==> src/rtl/run_sequencer_pkg.sv <==
// Shared definitions for the run sequencer: state encodings, memory timeout
// length and counter widths.
package run_sequencer_pkg;

    localparam int STATE_W = 3;
    typedef logic [STATE_W-1:0] state_t;

    localparam state_t IDLE  = 3'd0;
    localparam state_t FETCH = 3'd1;
    localparam state_t EXEC  = 3'd2;
    localparam state_t MEM   = 3'd3;
    localparam state_t HALT  = 3'd4;

    // Number of consecutive not-ready MEM cycles tolerated before giving up.
    localparam int kMemTimeout = 16;
    localparam int TIMEOUT_W   = $clog2(kMemTimeout);

    localparam int COUNT_W = 16;

endpackage

==> src/rtl/run_sequencer_sat_counter.sv <==
// Saturating up-counter with synchronous clear; holds at all-ones.
module sat_counter
    import run_sequencer_pkg::*;
#(
    parameter int WIDTH = COUNT_W
)
(
    input  logic             clk,
    input  logic             rst_n,
    input  logic             clear,
    input  logic             enable,
    output logic [WIDTH-1:0] count
);

    // Clear wins over enable; increment stops once every bit is set.
    always_ff @(posedge clk or negedge rst_n) begin
        if (!rst_n) begin
            count <= '0;
        end else if (clear) begin
            count <= '0;
        end else if (enable && (count != '1)) begin
            count <= count + 1'b1;
        end
    end

endmodule

==> src/rtl/run_sequencer.sv <==
// Control sequencer for a small processor: steps fetch / execute / memory
// phases, issues PC and enable strobes, and reports run status.
module run_sequencer
    import run_sequencer_pkg::*;
(
    input  logic               Clk,
    input  logic               Reset,
    input  logic               Start,
    input  logic               Ack,
    input  logic               LoadInst,
    input  logic               StoreInst,
    input  logic               JumpEqual,
    input  logic               JumpNotEqual,
    input  logic               EqFlag,
    input  logic               RegWrEnIn,
    input  logic               MemReady,
    output logic               PcInit,
    output logic               PcAdvance,
    output logic               PcBranch,
    output logic               IrLoad,
    output logic               RegWrEn,
    output logic               MemRdEn,
    output logic               MemWrEn,
    output logic               Busy,
    output logic               Done,
    output logic               Error,
    output logic [COUNT_W-1:0] CycleCount
);

    state_t               state;
    state_t               state_next;
    logic [TIMEOUT_W-1:0] mem_wait;
    logic                 error_q;
    logic                 timeout_hit;
    logic                 branch_taken;

    assign branch_taken = (JumpEqual && EqFlag) || (JumpNotEqual && !EqFlag);
    // Last tolerated not-ready cycle of a memory access.
    assign timeout_hit  = (state == MEM) && !MemReady &&
                          (mem_wait == TIMEOUT_W'(kMemTimeout - 1));
    assign Error        = error_q;

    // Next-state and strobe decode; decoder flags only matter in EXEC and MEM.
    always_comb begin
        state_next = state;
        PcInit     = 1'b0;
        PcAdvance  = 1'b0;
        PcBranch   = 1'b0;
        IrLoad     = 1'b0;
        RegWrEn    = 1'b0;
        MemRdEn    = 1'b0;
        MemWrEn    = 1'b0;
        Busy       = 1'b0;
        Done       = 1'b0;
        case (state)
            IDLE, HALT: begin
                Done = (state == HALT);
                // Gated with Reset so a held Start cannot strobe during reset.
                if (Start && Reset) begin
                    PcInit     = 1'b1;
                    state_next = FETCH;
                end
            end
            FETCH: begin
                Busy       = 1'b1;
                IrLoad     = 1'b1;
                state_next = EXEC;
            end
            EXEC: begin
                Busy = 1'b1;
                if (Ack) begin
                    state_next = HALT;
                end else if (LoadInst || StoreInst) begin
                    state_next = MEM;
                end else begin
                    RegWrEn    = RegWrEnIn;
                    PcBranch   = branch_taken;
                    PcAdvance  = !branch_taken;
                    state_next = FETCH;
                end
            end
            MEM: begin
                Busy = 1'b1;
                // Enables stay up through the final cycle, including the one
                // in which the timeout fires; they drop once HALT is entered.
                MemRdEn = LoadInst;
                MemWrEn = StoreInst;
                if (MemReady) begin
                    RegWrEn    = LoadInst;
                    PcAdvance  = 1'b1;
                    state_next = FETCH;
                end else if (timeout_hit) begin
                    state_next = HALT;
                end
            end
            default: begin
                state_next = IDLE;
            end
        endcase
    end

    // State register.
    always_ff @(posedge Clk or negedge Reset) begin
        if (!Reset) begin
            state <= IDLE;
        end else begin
            state <= state_next;
        end
    end

    // Counts consecutive not-ready MEM cycles; rearmed in every EXEC.
    always_ff @(posedge Clk or negedge Reset) begin
        if (!Reset) begin
            mem_wait <= '0;
        end else if (state == EXEC) begin
            mem_wait <= '0;
        end else if ((state == MEM) && !MemReady) begin
            mem_wait <= mem_wait + 1'b1;
        end
    end

    // Sticky error flag: set by a memory timeout, cleared by a new run.
    always_ff @(posedge Clk or negedge Reset) begin
        if (!Reset) begin
            error_q <= 1'b0;
        end else if (PcInit) begin
            error_q <= 1'b0;
        end else if (timeout_hit) begin
            error_q <= 1'b1;
        end
    end

    sat_counter #(
        .WIDTH (COUNT_W)
    ) u_cycle_count (
        .clk    (Clk),
        .rst_n  (Reset),
        .clear  (PcInit),
        .enable (Busy),
        .count  (CycleCount)
    );

endmodule
==> config.mk <==
export PLATFORM = sky130hd
export DESIGN_NAME = run_sequencer
export DESIGN_NICKNAME = d
export VERILOG_FILES = /design/src/rtl/run_sequencer_pkg.sv /design/src/rtl/run_sequencer_sat_counter.sv /design/src/rtl/run_sequencer.sv
export SDC_FILE = /design/constraint.sdc
export NUM_CORES = 1
export LEC_CHECK = 0
export ABC_AREA = 1
export CAP_MARGIN = 40
export CORE_ASPECT_RATIO = 2
export CORE_UTILIZATION = 44
export DETAILED_ROUTE_END_ITERATION = 7
export HOLD_SLACK_MARGIN = 0.12
export PLACE_DENSITY = 0.75
export SLEW_MARGIN = 20
export SYNTH_ARGS = -nofsm -noshare
export SYNTH_HDL_FRONTEND = slang
export SYNTH_SLANG_ARGS = --single-unit
==> constraint.sdc <==
create_clock -name Clk -period 1.4 [get_ports Clk]
set_input_delay 0.28 -clock Clk [delete_from_list [all_inputs] [get_ports Clk]]
set_output_delay 0.28 -clock Clk [all_outputs]
set_load 0.01 [all_outputs]
==> results of run 1 <==
[synth_stat cells (all sizes together) (2+ instances only)]
cell   instances  area, um2
nand3         31        155
inv           22       82.6
nor3           3       15.0
a21oi          6       30.0
nand4          4       31.3
dfrtp         24        601
xor2           2       17.5
buf            3       27.5
nand2         66        253
ha             2       25.0
o21ai         13       65.1
nor2          34        158
[state kept, by name (all words and copies together), names as in the netlist]
name	flops
u_cycle_count.count	16
mem_wait	4
Error	1
state	3
[logic make-up (layout without fill, tap and decap cells)]
kind of cell	Yosys count	count (layout)	share of synthesized area, %
AND/OR/NAND/NOR	140	140	41.2
buffers and inverters	26	115	7.49
flip-flops	24	24	39.5
AO/OA/AOI/OAI	22	22	7.82
XOR/XNOR	3	3	1.73
adder cells (fa/ha/maj)	2	2	1.65
multiplexers	1	1	0.658
[layer usage]
| metal | vias up | track usage (%) | wire length, um |
|---|---|---|---|
| met3 | 12 | 2.13 | 232 |
| met4 | 0 | 12.5 | 107 |
| met1 | 901 | 26.8 | 1730 |
| met2 | 80 | 51.4 | 3220 |
| li1 | 895 | - | - |
| met5 | - | 0 | 0 |
[area by class of cell]
cell class,instances,area (um2)
Clock buffer,4,45.0
Fill cell,220,628
Inverter,22,85.1
Multi-Input combinational cell,168,1050
Sequential cell,24,603
Tap cell,31,38.8
Timing Repair Buffer,89,781
[final timing paths]
path / endpoint / slack (ns) / cells after the start
setup reg to reg: u_cycle_count.count[13] / -0.16 / 10
hold reg to reg: Error / 0.50 / 1
setup / recovery: PcAdvance / -0.23 / 8
min in group Clk: Error / 0.50 / 1
hold / removal: u_cycle_count.count[6] / 0.47 / 2
max in group asynchronous: u_cycle_count.count[0] / 0.70 / 2
[what timing repair did]
item / 4_1_cts / 5_1_grt
hold buffers: 0 / 0
pin swaps: 3 / 31
resized for setup: 68 / 56
gates cloned: 0 / 1
buffers inserted: 12 / 6
endpoints found under the setup margin: 48 / 33
[power by group through the flow]
| stage | Combinational [mW] | Clock [mW] | Sequential, mW |
|---|---|---|---|
| after floorplan | 0.914 | 0 | 1.20 |
| after global placement | 2.16 | 0 | 1.09 |
| after detailed placement | 2.19 | 0 | 1.10 |
| after CTS | 2.38 | 0.442 | 1.02 |
| after global routing | 3.12 | 0.467 | 1.07 |
| final | 2.93 | 0.438 | 1.04 |
[stage by stage]
stage	power [mW]	utilization [%]	instance area (um2)	worst slack [ns]	hold slack [ns]
floorplan	2.11	-	1550	-0.00277	-0.0156
global placement	3.25	68.5	2210	-0.519	0.478
detailed placement	3.29	68.5	2210	-0.600	0.489
CTS	3.84	73.2	2360	-0.252	0.477
global route	4.66	80.6	2600	-0.320	0.483
finish	4.41	80.6	2600	-0.230	0.471
==> results.json, run 1 <==
{
  "p_per_area_nw_per_um2": 1700,
  "fp.dieW_um": 43.6,
  "p_seq_share_pct": 23.6,
  "num_vias": 1888,
  "max_stage_delay_ns": 0.41,
  "hpwl_um": 3200,
  "fmaxAchievable_mhz": 614,
  "p_leak_nw": 1.34,
  "period_share_pct": 116,
  "dp.cells": 317,
  "core-area_um2": 3230,
  "ys_dominant_reg_cell": "dfrtp_1",
  "dr.pass1.iters": 6,
  "final_net_count": 321,
  "final_common_cell": "nand2_1",
  "critPathBufInv": 3,
  "tightest_slew_ns": 0.319,
  "p_comb_share_pct": 66.4,
  "drc": 7,
  "grt_pass1_vias": 1784,
  "antenna_found_initial": 0,
  "critPathTopFamily": "simple AND/OR/NAND/NOR gates",
  "first_iter_violations": 86,
  "slew_violations": 0,
  "routed_via_density": 5.59,
  "worstSkewPairLatency_ns": 0.27,
  "ant_nets": 0,
  "ys_ff_latch": 24,
  "place_congestion": 0.863,
  "crit_path_start": "state[2]",
  "max_slew_margin_pct": 78.5,
  "failed_checks": "design-rule violations, negative setup slack",
  "area.growth.synth_to_final_pct": 71.1,
  "layout.cells.non_filler": 338,
  "fin_ws_ns": -0.230,
  "clk_pin_slew_ns": 0.09,
  "drive_gt1_share_pct": 41.7,
  "numCtsBuffers": 3,
  "clockBufferDepth": 2,
  "syn_nets": 231,
  "worst_setup_path_end_kind": "primary output",
  "netlist_area_um2": 1520,
  "grt_pass1_wl_um": 7560,
  "cts_tree": "done",
  "switching_share_pct": 42.5,
  "hold_viol_final": 0,
  "overflow": 0,
  "netlist-cell-type-count": 27,
  "drv_cap": 0,
  "die_h_um": 85.1,
  "ys_seq_area_share_pct": 39.5,
  "grt_util_all_layers_pct": 26.7,
  "synth_area_per_cell_um2": 6.97,
  "crit_required_ns": 1.12,
  "internal-power_mw": 2.54,
  "start_util_pct": 47.1,
  "fin_crit_ns": 1.63,
  "wl_um": 5290,
  "critPathSlowestCell": "dfrtp_1",
  "netlist_instances": 218,
  "cts_root_buf": "clkbuf_8",
  "startpoint_type": "register",
  "holdCritPathClass": "primary input to async pin",
  "fin_setup_tns_ns": -3.56,
  "p_clk_share_pct": 9.9,
  "synth_edf_count": 0,
  "clkSinkCount": 24,
  "core.rowCount": 29,
  "status": "complete, but fails checks",
  "cp.arrival_ns": 1.35,
  "r2r_start": "state[1]",
  "path_max_fanout": 3,
  "grt_max_degree": 26,
  "die-area_um2": 3710,
  "criticalPathCategory": "register to primary output",
  "setup_viol": 31,
  "portBuffers": 36,
  "grt_setup_unrepaired": "true",
  "p_switching_mw": 1.88,
  "cts_max_level": 1,
  "io_pins": 37,
  "finalClockSkew_ns": 0.00683,
  "async_flop_share_pct": 100,
  "yosysWarnings": 0,
  "num_antenna_cells": 0,
  "crit_chain": "inv_2 -> nand2_2 -> nor2_4 -> inv_2 -> nor2_4 -> nand3_1 -> nand2_1 -> buf_2",
  "vdd_drop_max_uv": 1410,
  "wl_per_cell_um": 15.6,
  "final_cell_mix": "nand2_1 (48), buf_4 (42), dfrtp_1 (22)"
}
No activity file was read; power rests on OpenSTA's default activity.
==> inputs of run 2 (changes only) <==
CORE_UTILIZATION = 46   (was 44)
CTS_BUF_LIST = sky130_fd_sc_hd__clkbuf_2 sky130_fd_sc_hd__clkbuf_4 sky130_fd_sc_hd__clkbuf_8   (was default)
PLACE_DENSITY = 0.78   (was 0.75)
SKIP_CTS_REPAIR_TIMING = 1   (was default)
==> run 2 against run 1 <==
Against the previous run:
- combinational power fell by 18%
- via count fell by 4.4%
- flip-flop and latch count did not move
- the flow finishes with violations (negative setup slack)
- count of clock-buffer cells in the layout fell by 1
- critical path depth fell by 1
- clock power rose by 43%
- worst setup slack got worse by 0.036 ns
- first-iteration DRC count fell by 31%
- cell area fell by 4.6%
- utilization fell by 1.9 points
- die area fell by 4.2%
- wire length fell by 11%
- critical endpoint is now RegWrEn
==> results.json, run 2 (synthesis gave the netlist of run 1 again) <==
{
  "core.rowCount": 29,
  "worst_setup_path_end_kind": "primary output",
  "period_share_pct": 119,
  "ant_nets": 0,
  "grt_pass1_vias": 1802,
  "multi_input_area_um2": 895,
  "worstSkewPairLatency_ns": 0.27,
  "drv_cap": 0,
  "fp.dieW_um": 42.7,
  "wl_per_cell_um": 14.0,
  "crit_chain": "inv_2 -> buf_4 -> nand3_1 -> inv_1 -> nand2_1 -> o21ai_1 -> buf_2",
  "slew_violations": 0,
  "fin_ws_ns": -0.266,
  "fin_setup_tns_ns": -3.08,
  "numCtsBuffers": 3,
  "core-area_um2": 3160,
  "hpwl_um": 3270,
  "routed_via_density": 5.35,
  "overflow": 0,
  "drc": 0,
  "finalClockSkew_ns": 0.00457,
  "io_pins": 37,
  "failed_checks": "negative setup slack",
  "final_cell_mix": "nand2_1 (62), buf_4 (48), nand3_1 (29)",
  "status": "complete, but fails checks",
  "path_max_fanout": 3,
  "criticalPathCategory": "register to primary output",
  "largest_register": "u_cycle_count.count",
  "p_switching_mw": 1.61,
  "first_iter_violations": 59,
  "internal-power_mw": 2.50,
  "fmaxAchievable_mhz": 600,
  "p_per_area_nw_per_um2": 1660,
  "final_common_cell": "nand2_1",
  "setup_viol": 27,
  "critPathSlowestCell": "dfrtp_1",
  "seq_area_um2": 607,
  "p_seq_share_pct": 26.8,
  "clockBufferDepth": 2,
  "final_core_util_pct": 78.6,
  "clkSinkCount": 24,
  "start_util_pct": 48.2,
  "fin_crit_ns": 1.67,
  "die-area_um2": 3550,
  "p_clk_share_pct": 15.2,
  "startpoint_type": "register",
  "num_vias": 1804,
  "max_stage_delay_ns": 0.40,
  "grt_util_all_layers_pct": 26.0,
  "cts_tree": "done",
  "final_net_count": 320,
  "p_comb_share_pct": 58.0,
  "wl_um": 4730,
  "tightest_slew_ns": 0.338,
  "drive_gt1_share_pct": 32.0,
  "cts_max_level": 1,
  "placed_area_um2": 2210,
  "vdd_drop_max_uv": 1200,
  "fillers": 227,
  "area.growth.synth_to_final_pct": 63.3,
  "grt_pass1_wl_um": 7300,
  "crit_required_ns": 1.12,
  "grt_setup_unrepaired": "true",
  "grt_max_degree": 26,
  "antenna_found_initial": 0,
  "holdCritPathClass": "primary input to async pin",
  "portBuffers": 36,
  "max_slew_margin_pct": 77.5,
  "cp.arrival_ns": 1.39,
  "clk_pin_slew_ns": 0.09,
  "place_congestion": 0.852,
  "top_regs": "u_cycle_count.count x16, mem_wait x4, state x3",
  "cts_root_buf": "clkbuf_8",
  "hold_viol_final": 0,
  "largest_reg_flops": 16,
  "die_h_um": 83.3,
  "num_antenna_cells": 0,
  "final_area_um2": 2480,
  "switching_share_pct": 39.2,
  "p_leak_nw": 1.52,
  "dr.pass1.iters": 4
}
-- run 2: changes by cell type in the layout (fill, tap and decap cells not counted), moves of 3 or more --
cell	delta
nand3_2	-7
nor2_1	+5
nand3_1	+9
nand2_2	-12
dfrtp_1	-3
nand2_1	+14
buf_4	+6
clkdlybuf4s15_1	-3
nor2_2	-3
buf_6	-8
dlygate4sd2_1	-14
dfrtp_2	+3
dlymetal6s2s_1	+18
-- run 2: through the flow --
step / total power, mW / hold slack [ns] / setup slack, ns / cells
floorplan: 2.11 / -0.0156 / -0.00277 / 218
global placement: 3.20 / 0.482 / -0.525 / 317
detailed placement: 3.24 / 0.485 / -0.576 / 317
CTS: 3.87 / 0.450 / -0.715 / 321
global route: 4.36 / 0.485 / -0.367 / 337
finish: 4.12 / 0.467 / -0.266 / 337
-- run 2: critical path: cells and delay by family, from the launching register on --
kind / cells / cell delay (ns)
buf+inv: 4 / 0.41
flops: 1 / 0.40
simple gates: 2 / 0.18
compound gates: 1 / 0.12
-- run 2: final cells by class --
class / instances / share of cell area [%]
multi-input combinational: 168 / 36.0
timing repair buffer: 88 / 31.8
sequential: 24 / 24.4
inverter: 22 / 3.33
clock buffer: 3 / 1.66
tap: 31 / 1.56
clock inverter: 1 / 1.21
-- run 2: layer usage --
| metal | wire length [um] | global-route usage [%] |
|---|---|---|
| met5 | 0 | 0 |
| met2 | 2750 | 50.1 |
| met4 | 141 | 14.2 |
| met3 | 122 | 3.04 |
| met1 | 1710 | 24.2 |
-- run 2: final timing paths --
check,slack (ns),cells after the start,startpoint,end
setup / recovery,-0.27,7,state[2],RegWrEn
hold / removal,0.47,2,Reset,u_cycle_count.count[1]
setup reg to reg,-0.11,10,state[0],u_cycle_count.count[8]
hold reg to reg,0.50,1,Error,Error
max in group asynchronous,0.66,2,Reset,u_cycle_count.count[8]
min in group Clk,0.50,1,Error,Error
-- run 2: power by group through the flow --
stage / clock (mW) / combinational [mW] / sequential, mW
after floorplan: 0 / 0.914 / 1.20
after global placement: 0 / 2.08 / 1.12
after detailed placement: 0 / 2.11 / 1.13
after CTS: 0.623 / 2.13 / 1.12
after global routing: 0.649 / 2.59 / 1.13
final: 0.626 / 2.39 / 1.10
==> patch 1: new RTL, flow settings as in run 1 <==
The package constant `kMemTimeout` goes from 16 to 64.
--- a/src/rtl/run_sequencer_pkg.sv
+++ b/src/rtl/run_sequencer_pkg.sv
@@ -14,3 +14,3 @@
     // Number of consecutive not-ready MEM cycles tolerated before giving up.
-    localparam int kMemTimeout = 16;
+    localparam int kMemTimeout = 64;
     localparam int TIMEOUT_W   = $clog2(kMemTimeout);
Behaviour: same outputs for any inputs over 10 cycles, from zero or initial values and one cycle with Reset low; that may be too few to reach the edited logic, so the function may still have changed.
==> patch 1 against run 1 <==
- the flow finishes with violations (setup timing)
- worst setup slack got worse by 0.033 ns
- cell count is 13% higher
- final area up 5.0%
- routed wire length is 2.6% higher
- count of clock-buffer cells in the layout fell by 1
- highest routed layer unchanged
- sequential cell count increased by 2
- synthesized area is 7.9% higher
- power is 9.2% higher
==> patch 1: results (changes against run 1) <==
Parameter                              Value

Critical path
  Largest fanout of any net on the critical path    4 (was 3)
  Timing endpoint of the critical path    RegWrEn (was PcAdvance)
  Slowest CP cell    sky130_fd_sc_hd__dfrtp_2 (was sky130_fd_sc_hd__dfrtp_1)
  Register-to-register path setup slack    -0.14 ns (was -0.16 ns)
  Kind of cell adding the most delay to the critical path    flip-flops (was simple AND/OR/NAND/NOR gates)
  Slowest stage delay, CP    0.47 ns (was 0.41 ns)
  Number of cells traversed by the worst register-to-register path    9 (was 10)

Logic synthesis
  Mean instance size in the synthesized netlist    6.892 sq um (was 6.973 sq um)
  Netlist cell types    25 (was 27)
  Synth top cells by count    74 x sky130_fd_sc_hd__nand2_1, 33 x sky130_fd_sc_hd__nand3_1, 32 x sky130_fd_sc_hd__nor2_1 (was 64 x sky130_fd_sc_hd__nand2_1, 31 x sky130_fd_sc_hd__nand3_1, 26 x sky130_fd_sc_hd__nor2_1)
  Number of nets produced by synthesis    251 (was 231)
  Top cells by area in the synthesized netlist    sky130_fd_sc_hd__dfrtp_1 40%, sky130_fd_sc_hd__nand2_1 17%, sky130_fd_sc_hd__nand3_1 10% (was sky130_fd_sc_hd__dfrtp_1 40%, sky130_fd_sc_hd__nand2_1 16%, sky130_fd_sc_hd__nand3_1 10%)
  Share of async-settable or async-resettable flops after synthesis    1.000 (unchanged)

Place
  Post-DP HPWL    3715 um (was 3205 um)
  Placed cell count    367 (was 317)
  Placer's final routability congestion estimate    0.8739 (was 0.8631)
  Cell Area, Placed    0.002410 sq mm (was 0.002212 sq mm)
  Pre-CTS setup slack    -0.5798 ns (was -0.6003 ns)

Drt
  Iteration-0 DRC count of the detailed router    58 (was 86)
  Via density per instance    5.254 (was 5.586)
  Detailed-route DRC error count    0 (was 7)
  DRT Pass-1 Iters    4 (was 6)
  Wirelength, routed    5422 um (was 5285 um)

Layout
  Final-layout fill cell count    266 (was 220)
  Fraction of final layout cells sized beyond drive strength 1    0.3844 (was 0.4169)
  Largest regs    u_cycle_count.count: 16 flops, mem_wait: 6 flops, state: 3 flops (was u_cycle_count.count: 16 flops, mem_wait: 4 flops, state: 3 flops)

STA
  Worst path setup slack after routing    -0.2627 ns (was -0.2299 ns)
  Total negative slack    -2.962 ns (was -3.556 ns)
  Count of final setup violators    25 (was 31)
  Minimum hold slack    0.4658 ns (was 0.4714 ns)
  Worst Max-Slew Pin Slew    0.3536 ns (was 0.3192 ns)
  Worst-case clock skew    0.004021 ns (was 0.006827 ns)

Global routing
  Global Route Usage Sum    0.2902 (was 0.2669)
  Number of global-route vias before repair    1942 (was 1784)
  Global-route wire length before repair    8438 um (was 7555 um)

Status
  Result of the run    finished, violations left (unchanged)
  Violated checks    setup timing (was DRC, setup timing)

Power
  Lkg Pwr    1.378 nW (was 1.339 nW)

Clocking
  Clk_lat worst skew    0.29 ns (was 0.27 ns)
==> patch 1: changes by cell type in the layout (fill, tap and decap cells not counted), sizes merged, moves of 2 or more <==
cell | before | now
a21oi | 6 | 4
buf | 61 | 68
clkdlybuf4s15 | 3 | 14
dfrtp | 24 | 26
dlygate4sd2 | 14 | 2
inv | 22 | 26
nand2 | 66 | 75
nand3 | 31 | 33
xor2 | 2 | 5
==> patch 1: cells by family after synthesis <==
group | Yosys count | share of synthesized area
AND/OR/NAND/NOR | 152 | 0.3921
AO/OA/AOI/OAI | 20 | 0.07323
adder cells (fa/ha/maj) | 2 | 0.01525
flip-flops | 26 | 0.3966
XOR/XNOR | 7 | 0.03738
buffers and inverters | 30 | 0.07933
multiplexers | 1 | 0.006102
==> patch 1: metal layers <==
metal / vias up / GRT usage / wire length, um
li1: 953 / - / -
met1: 962 / 0.2761 / 1753
met2: 74 / 0.5652 / 3264
met3: 18 / 0.03061 / 195
met4: 0 / 0.1515 / 210
met5: - / 0 / 0
==> patch 1: layout make-up <==
cell class | instances | area, sq um | area share
tap | 49 | 61.31 | 0.02246
clock inverter | 1 | 30.03 | 0.01100
inverter | 26 | 97.59 | 0.03575
clock buffer | 3 | 41.29 | 0.01512
sequential | 26 | 653.1 | 0.2392
timing repair buffer | 95 | 794.5 | 0.2910
multi-input combinational | 182 | 1052 | 0.3854
==> patch 1: what timing repair did <==
| action | CTS | global route |
|---|---|---|
| endpoints found under the setup margin | 43 | 43 |
| pin swaps | 19 | 8 |
| resized for setup | 97 | 44 |
| gates cloned | 0 | 1 |
| buffers inserted | 10 | 2 |
==> patch 1: power by group <==
part | internal (mW) | total, mW | switching (mW)
registers | 0.980 | 1.15 | 0.167
logic | 1.48 | 3.01 | 1.53
clock network | 0.384 | 0.661 | 0.277
total | 2.85 | 4.82 | 1.97
==> patch 2: new RTL, settings of run 1 <==
Made on the original files. Put a register stage on the output `CycleCount`, cleared by the reset. The value now appears one clock later. The other outputs are not delayed to match.
--- a/src/rtl/run_sequencer.sv
+++ b/src/rtl/run_sequencer.sv
@@ -28,2 +28,4 @@
 );
+
+    logic [COUNT_W-1:0] CycleCount_d;
 
@@ -139,5 +141,13 @@
         .enable (Busy),
-        .count  (CycleCount)
+        .count  (CycleCount_d)
     );
 
+    always_ff @(posedge Clk or negedge Reset) begin
+        if (!Reset) begin
+            CycleCount <= '0;
+        end else begin
+            CycleCount <= CycleCount_d;
+        end
+    end
+
 endmodule
Check against the original RTL: not equivalent (a bounded check fails within 4 cycles, from zero or initial values and one cycle with Reset low).
==> patch 2 against run 1 <==
- the run ends with setup timing left
- highest routed layer unchanged
- largest power group unchanged
- die area grew 24%
- first-iteration DRC count shrank 9.3%
- routed wire length grew 18%
- utilization shrank 3.8 points
- global-route usage grew 1.5 points
- synthesized area grew 25%
- worst setup slack lost 0.10 ns
- largest cell class is now sequential cells
- count of clock-buffer cells in the layout grew 2
- power grew 46%
- final area grew 22%
- sequential cell count grew 16
==> patch 2: results (changes against run 1) <==
Parameter                              Value

Status
  Result of the run    finished, violations left (unchanged)
  Violated checks    setup timing (was DRC, setup timing)

Layout
  Largest regs    CycleCount: 16 flops, u_cycle_count.count: 16 flops, mem_wait: 4 flops (was u_cycle_count.count: 16 flops, mem_wait: 4 flops, state: 3 flops)
  NumNets Final    349 (was 321)

Drt
  Iteration-0 DRC count of the detailed router    78 (was 86)
  DRT Pass-1 Iters    5 (was 6)
  Via count    2045 (was 1888)
  Routed met2 length    3461 um (was 3215 um)

Clocking
  Hold-fix buffers, CTS    1 (was 0)
  Number of buffers created by CTS    5 (was 3)
  Clk_lat worst skew    0.30 ns (was 0.27 ns)
  H-Tree Depth    2 (was 1)

Critical path
  Number of cells traversed by the worst register-to-register path    9 (was 10)
  Largest fanout of any net on the critical path    2 (was 3)
  Kind of cell adding the most delay to the critical path    buffers and inverters (was simple AND/OR/NAND/NOR gates)
  Critical path arrival    1.45 ns (was 1.35 ns)
  Timing endpoint of the critical path    RegWrEn (was PcAdvance)

Place
  Post-DP HPWL    3705 um (was 3205 um)
  Placer's final routability congestion estimate    0.8221 (was 0.8631)
  Pre-CTS setup slack    -0.6730 ns (was -0.6003 ns)

Power
  Clock group power    0.929 mW (was 0.438 mW)
  Fraction of power consumed by combinational cells    0.584 (was 0.664)
  Lkg Pwr    1.636 nW (was 1.339 nW)
  Power dissipated by switching net loads    2.499 mW (was 1.878 mW)

STA
  Count of final setup violators    33 (was 31)
  Worst path setup slack after routing    -0.3316 ns (was -0.2299 ns)
  Worst-case clock skew    0.01151 ns (was 0.006827 ns)

Global routing
  Met3 layer usage reported by global route    0.04348 (was 0.02128)
  Global Route Usage Sum    0.2816 (was 0.2669)
  Global routing usage on met1    0.2601 (was 0.2677)

Logic synthesis
  Synth top cells by count    61 x sky130_fd_sc_hd__nand2_1, 40 x sky130_fd_sc_hd__dfrtp_1, 29 x sky130_fd_sc_hd__nor2_1 (was 64 x sky130_fd_sc_hd__nand2_1, 31 x sky130_fd_sc_hd__nand3_1, 26 x sky130_fd_sc_hd__nor2_1)
  Adder-cell share of the synthesized area    0.01320 (was 0.01646)
  Mux cell area share after synthesis    0.005281 (was 0.006584)
  Number of nets produced by synthesis    237 (was 231)
  Compound-Gate Fraction of Synth Area    0.04950 (was 0.07819)

Worst hold path
  Worst min-delay path category    in2reg (was in2async)
==> patch 2: changes by cell type after synthesis, moves of 3 or more <==
| cell | delta |
|---|---|
| sky130_fd_sc_hd__a21oi_1 | -5 |
| sky130_fd_sc_hd__nor2_2 | -6 |
| sky130_fd_sc_hd__nand4_1 | +5 |
| sky130_fd_sc_hd__inv_1 | +7 |
| sky130_fd_sc_hd__nand3_1 | -11 |
| sky130_fd_sc_hd__nor2_1 | +3 |
| sky130_fd_sc_hd__dfrtp_1 | +16 |
| sky130_fd_sc_hd__inv_2 | -3 |
| sky130_fd_sc_hd__nand2_1 | -3 |
==> patch 2: layout make-up <==
type                    count  area [sq um]
clock buffers               6         72.57
clock inverters             2         35.03
fillers                   260         958.4
inverters                  26         100.1
multi-input cells         158         992.2
flip-flops and latches     40          1002
well taps                  52         65.06
repair buffers            105         903.4
==> patch 2: stage by stage <==
step,cell area (sq um),std cells
after floorplan,1913,224
after global placement,2698,361
after detailed placement,2698,361
after CTS,3069,384
after global routing,3171,389
final,3171,389
